**src/rtl/adder4_accumulator.sv**
```systemverilog
// adder4_accumulator
//   Sequential stage wrapped around an external 4-bit ripple adder (Adder4).
//   Operands arrive over a valid/ready handshake. The accumulator register
//   drives the adder's A input and the incoming nibble drives B, with Cin tied
//   low. Each accepted Sum is registered back into the accumulator and each
//   Cout is counted. After COUNT_N operands the frame total {carries, acc} is
//   presented downstream until the consumer takes it.
//
// Parameters
//   COUNT_N  operands per frame (1..15)
//   CARRY_W  width of the carry counter; out_sum is 4+CARRY_W bits wide
//
// Configuration macro
//   ADDER4_ACC_SAT_EN  defined: carry counter saturates at all-ones
//                      undefined: carry counter wraps modulo 2^CARRY_W
//
// Ports
//   clk        rising-edge clock
//   rst        asynchronous active-high reset
//   in_valid   operand valid
//   in_ready   stage can accept an operand (registered)
//   in_data    operand nibble
//   add_a      to Adder4 A: accumulator register
//   add_b      to Adder4 B: in_data pass-through
//   add_cin    to Adder4 Cin: constant 0
//   add_sum    from Adder4 Sum
//   add_cout   from Adder4 Cout
//   out_valid  frame result valid (registered)
//   out_ready  downstream accepts the result
//   out_sum    {carry_cnt, acc} frame total (registered)

module adder4_accumulator #(
  parameter int COUNT_N = 4,
  parameter int CARRY_W = 4
) (
  input  logic               clk,
  input  logic               rst,
  input  logic               in_valid,
  output logic               in_ready,
  input  logic [3:0]         in_data,
  output logic [3:0]         add_a,
  output logic [3:0]         add_b,
  output logic               add_cin,
  input  logic [3:0]         add_sum,
  input  logic               add_cout,
  output logic               out_valid,
  input  logic               out_ready,
  output logic [CARRY_W+3:0] out_sum
);

  typedef enum logic [1:0] {
    IDLE  = 2'd0,
    ACCUM = 2'd1,
    DONE  = 2'd2
  } state_t;

  localparam logic [3:0] LAST_BEAT = 4'(COUNT_N - 1);

  state_t             state_r;
  logic [3:0]         acc_r;
  logic [CARRY_W-1:0] carry_cnt_r;
  logic [3:0]         beat_cnt_r;
  logic               accept_s;
  logic [CARRY_W-1:0] carry_next_s;

  // Next carry count for one adder result: saturating or wrapping.
  function automatic logic [CARRY_W-1:0] carry_step(
    input logic [CARRY_W-1:0] cnt,
    input logic               cout
  );
`ifdef ADDER4_ACC_SAT_EN
    if (cout && (cnt != {CARRY_W{1'b1}})) begin
      return cnt + CARRY_W'(1'b1);
    end else begin
      return cnt;
    end
`else
    return cnt + CARRY_W'(cout);
`endif
  endfunction

  // The adder sees the accumulator and the raw operand; nothing else sits on
  // the in_data -> add_sum -> acc path besides the enable below.
  assign add_a   = acc_r;
  assign add_b   = in_data;
  assign add_cin = 1'b0;

  assign accept_s     = in_valid & in_ready;
  assign carry_next_s = carry_step(carry_cnt_r, add_cout);

  // Frame FSM with accumulator, carry/beat counters and registered handshakes.
  always_ff @(posedge clk or posedge rst) begin
    if (rst) begin
      state_r     <= IDLE;
      acc_r       <= 4'd0;
      carry_cnt_r <= {CARRY_W{1'b0}};
      beat_cnt_r  <= 4'd0;
      out_valid   <= 1'b0;
      out_sum     <= {(CARRY_W+4){1'b0}};
      in_ready    <= 1'b1;
    end else begin
      case (state_r)
        IDLE, ACCUM: begin
          if (accept_s) begin
            acc_r       <= add_sum;
            carry_cnt_r <= carry_next_s;
            beat_cnt_r  <= beat_cnt_r + 4'd1;
            if (beat_cnt_r == LAST_BEAT) begin
              // Last operand: capture the total from the values being
              // written this edge, not the stale registers.
              state_r   <= DONE;
              out_sum   <= {carry_next_s, add_sum};
              out_valid <= 1'b1;
              in_ready  <= 1'b0;
            end else begin
              state_r <= ACCUM;
            end
          end else begin
            state_r <= state_r;
          end
        end
        DONE: begin
          if (out_ready) begin
            // Result handed off: start the next frame from zero; out_sum
            // keeps its last value.
            state_r     <= IDLE;
            acc_r       <= 4'd0;
            carry_cnt_r <= {CARRY_W{1'b0}};
            beat_cnt_r  <= 4'd0;
            out_valid   <= 1'b0;
            in_ready    <= 1'b1;
          end else begin
            state_r <= DONE;
          end
        end
        default: begin
          state_r     <= IDLE;
          acc_r       <= 4'd0;
          carry_cnt_r <= {CARRY_W{1'b0}};
          beat_cnt_r  <= 4'd0;
          out_valid   <= 1'b0;
          in_ready    <= 1'b1;
        end
      endcase
    end
  end

endmodule

```
**config.mk**
```make
export PLATFORM = sky130hd
export DESIGN_NAME = adder4_accumulator
export DESIGN_NICKNAME = d
export VERILOG_FILES = /design/src/rtl/adder4_accumulator.sv
export SDC_FILE = /design/constraint.sdc
export NUM_CORES = 1
export LEC_CHECK = 0
export ABC_AREA = 1
export CORE_UTILIZATION = 42
export CTS_CLUSTER_DIAMETER = 40
export DETAILED_ROUTE_END_ITERATION = 12
export PLACE_DENSITY_LB_ADDON = 0.08
export RECOVER_POWER = 100
export SETUP_SLACK_MARGIN = 0.3
export SKIP_CTS_REPAIR_TIMING = 1
export SLEW_MARGIN = 20
export SYNTH_ARGS = -nofsm -noshare
export SYNTH_HDL_FRONTEND = slang
export SYNTH_SLANG_ARGS = --single-unit
```
**constraint.sdc**
```tcl
create_clock -name clk -period 1.15 [get_ports clk]
set_input_delay 0.115 -clock clk [delete_from_list [all_inputs] [get_ports clk]]
set_output_delay 0.115 -clock clk [all_outputs]
set_load 0.005 [all_outputs]
```
Yosys cells after proc, flatten, opt, wreduce, memory -nomap -nowiden --
Cells that the tools add are included. W data, S select, Z words.
Cells by class: $add $sub $neg 2, equal/unequal tests 6, muxes and demuxes 19, bitwise logic cells 1, reduce and logical (&&, ||, !) cells 5
Operators by type and width (count):
- $pmux W4 S2 | 3
- $mux W4 | 4
- $mux W1 | 6
- $mux W2 | 3
- $ne A2 B2 Y1 const B | 3
- $reduce_and A3 Y1 | 2
- $add A4 B1 Y4 | 1
- $add A4 B1 Y4 const B | 1
- $eq A4 B2 Y1 const B | 1
- $pmux W1 S2 | 2
- $pmux W2 S2 | 1
- $eq A2 B1 Y1 const B | 1
- $eq A2 B2 Y1 const B | 1
- $logic_not A2 Y1 | 1
- $reduce_and A2 Y1 | 1
- $reduce_or A2 Y1 | 1
- $and A1 B1 Y1 | 1
Word-level totals: register bits 24, input bits 13

Depth between registers and ports, before layout --
word-level depth 4, gate-level depth with buffers 7, gate-level depth less buffers 7

Worst setup path after synthesis --
Ideal clock, no wire load.
path type register to register, from register in_ready, to register carry_cnt_r[3], data arrival time 1.120 ns, data required time 1.085 ns, path slack -0.035 ns, cell stages (with the launch flop) 7, path buffers 0, cells stage by stage dfstp_2 -> nand2_1 -> nand2_4 -> nand3_1 -> inv_2 -> nand2_1 -> nand2_1
Between the ends: cells in the longest elaborated chain, start to end 3
RTL lines:
- start: declaration | line 39 | output logic in_ready,
- start signal: assignment | line 100 | in_ready <= 1'b1;
- start signal: assignment | line 114 | in_ready <= 1'b0;
- start signal: assignment | line 131 | in_ready <= 1'b1;
- $and A1 B1 Y1 | line 88 | assign accept_s = in_valid & in_ready;
- $ne A2 B2 Y1 (no line)
- $reduce_and A2 Y1 (no line)
- end signal: assignment | line 96 | carry_cnt_r <= {CARRY_W{1'b0}};
- end signal: assignment | line 106 | carry_cnt_r <= carry_next_s;
- end signal: assignment | line 128 | carry_cnt_r <= {CARRY_W{1'b0}};
- end: declaration | line 61 | logic [CARRY_W-1:0] carry_cnt_r;
Every way passes these cells. A chain may end at the register's enable or synchronous reset.

Worst setup path in the final report --
from register in_ready, to register beat_cnt_r[0]
Between the ends: cells in the longest elaborated chain, start to end 3
RTL lines:
- $and A1 B1 Y1 | line 88
- $ne A2 B2 Y1 (no line)
- $reduce_and A2 Y1 (no line)
- end signal: assignment | line 107 | beat_cnt_r <= beat_cnt_r + 4'd1;
- end: declaration | line 62 | logic [3:0] beat_cnt_r;
Every way passes these cells.

==> report_table.html <==
<table>
<tr><th>Metric</th><th>Value</th></tr>
<tr><th colspan="2">Synthesis</th></tr>
<tr><td>Count of mapped cells out of synthesis</td><td>127</td></tr>
<tr><td>Flip-flop and latch count after synthesis</td><td>24</td></tr>
<tr><td>Post-synthesis sequential area ratio</td><td>53.92%</td></tr>
<tr><td>Count of warnings emitted by yosys</td><td>0</td></tr>
<tr><td>Net Count, Synth</td><td>approximately 140</td></tr>
<tr><td>Count of different cell masters after synthesis</td><td>21</td></tr>
<tr><td>Average instance area after synthesis</td><td>8.788 um2</td></tr>
<tr><td>Cell area after synthesis</td><td>0.001116 mm2</td></tr>
<tr><th colspan="2">Global routing</th></tr>
<tr><td>Largest net degree at the start of global routing</td><td>19</td></tr>
<tr><td>Vias in the first global route</td><td>900</td></tr>
<tr><td>Initial antenna violation count</td><td>0</td></tr>
<tr><td>Tot GR Track Use</td><td>19.06%</td></tr>
<tr><td>Remaining global-route overflow</td><td>0</td></tr>
<tr><td>First-pass GRT wire length</td><td>3891 um</td></tr>
<tr><th colspan="2">CTS</th></tr>
<tr><td>Number of clock buffers inserted by TritonCTS</td><td>3</td></tr>
<tr><td>TritonCTS clock tree</td><td>built</td></tr>
<tr><td>Buffer levels on the longest clock path</td><td>2</td></tr>
<tr><td>Root buffer cell</td><td>clkbuf_4</td></tr>
<tr><td>Total number of clock tree sinks</td><td>24</td></tr>
<tr><td>H-tree levels</td><td>1</td></tr>
<tr><td>Worst-skew pair later-pin latency</td><td>0.31 ns</td></tr>
<tr><td>Clock transition at the registers of the reported paths</td><td>0.14 ns</td></tr>
<tr><th colspan="2">Drt</th></tr>
<tr><td>Total wire length after detailed routing</td><td>2495 um</td></tr>
<tr><td>Wire per inst</td><td>12.60 um</td></tr>
<tr><td>Vias per Instance</td><td>4.828</td></tr>
<tr><td>Vias</td><td>956</td></tr>
<tr><td>Length of the first detailed-routing pass in iterations</td><td>4</td></tr>
<tr><td>Iteration-0 DRC count of the detailed router</td><td>25</td></tr>
<tr><td>DRC violation count after routing</td><td>0</td></tr>
<tr><td>Remaining number of nets flagged by the antenna check after routing</td><td>0</td></tr>
<tr><th colspan="2">Final layout</th></tr>
<tr><td>Layout cell share with drive strength beyond 1</td><td>34.52%</td></tr>
<tr><td>Post-route cell area</td><td>0.001580 mm2</td></tr>
<tr><td>Inserted Diodes</td><td>0</td></tr>
<tr><td>FF+latch area</td><td>603.1 um2</td></tr>
<tr><td>Util after Layout</td><td>63.21%</td></tr>
<tr><td>Synthesis-to-layout area growth</td><td>41.59%</td></tr>
<tr><td>Footprint of the multi-input gates</td><td>about 550 um2</td></tr>
<tr><td>Final net count</td><td>185</td></tr>
<tr><td>Fill cell total of the finished layout</td><td>between 200 and 250</td></tr>
<tr><th colspan="2">STA</th></tr>
<tr><td>Setup repair after global routing missed its margin</td><td>yes</td></tr>
<tr><td>Final Hold Vio Count</td><td>0</td></tr>
<tr><td>Worst slack on hold paths</td><td>0.1513 ns</td></tr>
<tr><td>Max-slew violation total from the final report</td><td>0</td></tr>
<tr><td>Min Tclk post-route</td><td>1.238 ns</td></tr>
<tr><td>Final-report setup violation count</td><td>23</td></tr>
<tr><td>Final clock skew</td><td>0.002261 ns</td></tr>
<tr><td>Tcrit/Tclk final</td><td>107.6%</td></tr>
<tr><td>Crit path setup slack, layout</td><td>-0.08796 ns</td></tr>
<tr><td>Max Clk Rate</td><td>0.8078 GHz</td></tr>
<tr><th colspan="2">Floorplanning</th></tr>
<tr><td>Vertical extent of the die</td><td>53.55 um</td></tr>
<tr><td>Width of the chip</td><td>53.55 um</td></tr>
<tr><td>Overall die area</td><td>around 0.0029 mm2</td></tr>
<tr><td>Core region area</td><td>0.002500 mm2</td></tr>
<tr><td>Initial core utilization</td><td>44.64%</td></tr>
<tr><td>Row count</td><td>18</td></tr>
<tr><td>Number of placed I/O pins</td><td>32</td></tr>
<tr><th colspan="2">Worst setup path</th></tr>
<tr><td>Count of buffer and inverter cells on the critical path</td><td>2</td></tr>
<tr><td>WS Path Type</td><td>register to register</td></tr>
<tr><td>Worst Path Required</td><td>~1.4 ns</td></tr>
<tr><td>Biggest fanout along the worst timing path</td><td>4</td></tr>
<tr><td>Delay of the slowest cell on the worst path</td><td>0.57 ns</td></tr>
<tr><td>Worst path top cell family by delay</td><td>flip-flops</td></tr>
<tr><td>Arrival time worst endpoint</td><td>1.49 ns</td></tr>
<tr><td>Library cell contributing the largest single delay on the critical path</td><td>dfstp_2</td></tr>
<tr><td>Cell Chain, Critical Path</td><td>buf_6, nand2_8, nand2_8, nand3_4, buf_6, o21ai_2</td></tr>
<tr><td>Kind of end point of the critical path</td><td>register</td></tr>
<tr><td>Setup crit start kind</td><td>register</td></tr>
<tr><th colspan="2">Power</th></tr>
<tr><td>Leakage power figure</td><td>around 0.85 nW</td></tr>
<tr><td>PD cells</td><td>957.3 mW/mm2</td></tr>
<tr><td>Peak VDD IR</td><td>0.6868 mV</td></tr>
<tr><th colspan="2">Place</th></tr>
<tr><td>Final GP Congestion</td><td>0.7507</td></tr>
<tr><td>Port Buffers</td><td>22</td></tr>
<tr><td>Placed instance area</td><td>0.001481 mm2</td></tr>
<tr><td>Half-perimeter wire length after placement</td><td>around 1700 um</td></tr>
<tr><td>Pre-CTS WS</td><td>-0.1508 ns</td></tr>
<tr><th colspan="2">Status</th></tr>
<tr><td>Failing checks</td><td>negative setup slack</td></tr>
<tr><td>Run status</td><td>complete, but fails checks</td></tr>
<tr><th colspan="2">Min path</th></tr>
<tr><td>Worst min path class</td><td>input port to async pin</td></tr>
<tr><th colspan="2">Job</th></tr>
<tr><td>Reported max-cap violation count</td><td>0</td></tr>
</table>
[layout make-up]
cell class,count,area share [%]
well taps,30,2.375
flip-flops and latches,24,38.16
multi-input cells,92,34.92
repair buffers,42,19.24
repair inverters,1,0.4751
clock buffers,3,1.425
inverters,5,1.504
clock inverters,1,1.900
[cells in the final DEF (no fill, tap or decap), types with 2 or more instances in the layout]
| master | netlist | layout |
|---|---|---|
| buf_4 | 5 | 16 |
| buf_6 | 1 | 4 |
| clkbuf_1 | 0 | 9 |
| clkbuf_2 | 0 | 5 |
| clkbuf_4 | 0 | 3 |
| clkdlybuf4s50_1 | 0 | 7 |
| dfrtp_1 | 23 | 22 |
| inv_1 | 3 | 3 |
| inv_4 | 0 | 2 |
| nand2_1 | 64 | 56 |
| nand2_2 | 3 | 7 |
| nand2_4 | 2 | 4 |
| nand2_8 | 0 | 2 |
| nand3_1 | 7 | 5 |
| nor2_2 | 0 | 2 |
| o21ai_1 | 0 | 2 |
[registers in the layout, summed over array words and instances, names as in the netlist]
signal and count:
out_sum 8, add_a 4, beat_cnt_r 4, carry_cnt_r 4, state_r 2, in_ready 1, out_valid 1
[per-layer routing]
| layer | share of wire, % | up-vias | GRT usage (%) | wire [um] |
|---|---|---|---|---|
| met1 | 46 | 455 | 23.12 | 1152 |
| met3 | 3.5 | 4 | 3.107 | 87 |
| li1 | - | 474 | - | - |
| met5 | 0 | - | 0 | 0 |
| met2 | 50 | 23 | 33.33 | 1236 |
| met4 | 0.76 | 0 | 7.895 | 19 |
[synth_stat cells]
master,count,area share (%)
dfrtp_1,23,52
nand2_2,3,1.7
o21ai_2,1,0.78
nor2_1,2,0.67
or2_2,1,0.56
nor3_4,1,1.5
xnor2_1,1,0.78
nand2_1,64,22
nor2_4,1,1.0
conb_1,1,0.34
nand4_1,1,0.56
o21ai_0,3,1.3
xor2_1,1,0.78
buf_6,1,1.0
inv_1,3,1.0
ha_1,3,3.4
buf_4,5,3.4
nand3_1,7,3.1
dfstp_2,1,2.4
inv_2,2,0.67
nand2_4,2,2.0
[through the flow]
stage                power, W  TNS [ns]  std cells
CTS                  0.001525    -3.514        190
global route         0.001563    -2.707        198
detailed placement  0.0009195    -1.963        186
finish               0.001513    -1.374        198
floorplan           0.0008885         0        127
global placement    0.0009198    -1.509        186
[path summary, 6_finish.rpt]
path	to	depth (start not counted)	from	slack, ns
min	beat_cnt_r[1]	2	rst	0.15
min in group clk	add_b[1]	0	in_data[1]	0.23
min reg2reg	out_sum[4]	2	out_sum[4]	0.50
max reg2reg	beat_cnt_r[0]	6	in_ready	-0.09
max	beat_cnt_r[0]	6	in_ready	-0.09
max in group asynchronous	carry_cnt_r[0]	3	rst	0.29
[report_power, final]
| group | leakage, nW | internal (W) | switching, W |
|---|---|---|---|
| Sequential | 0.320 | 0.000844 | 0 |
| Combinational | 0.504 | 0.0000258 | 0.0000272 |
| Clock | 0.0279 | 0.000352 | 0.000264 |
| Total | 0.851 | 0.00122 | 0.000291 |
[logic make-up (layout without fill, tap and decap cells)]
kind of cell,Yosys count,after routing,synth area share [%]
adders and majority gates,3,3,3.364
DFF,24,24,53.92
buffers and inverters,11,52,6.054
AOI/OAI and AO/OA,4,4,2.130
xor gates and xnor gates,2,2,1.570
other,1,1,0.3360
and+or+nand+nor,82,82,32.62
Note: power is estimated with default switching activity, not from simulation.
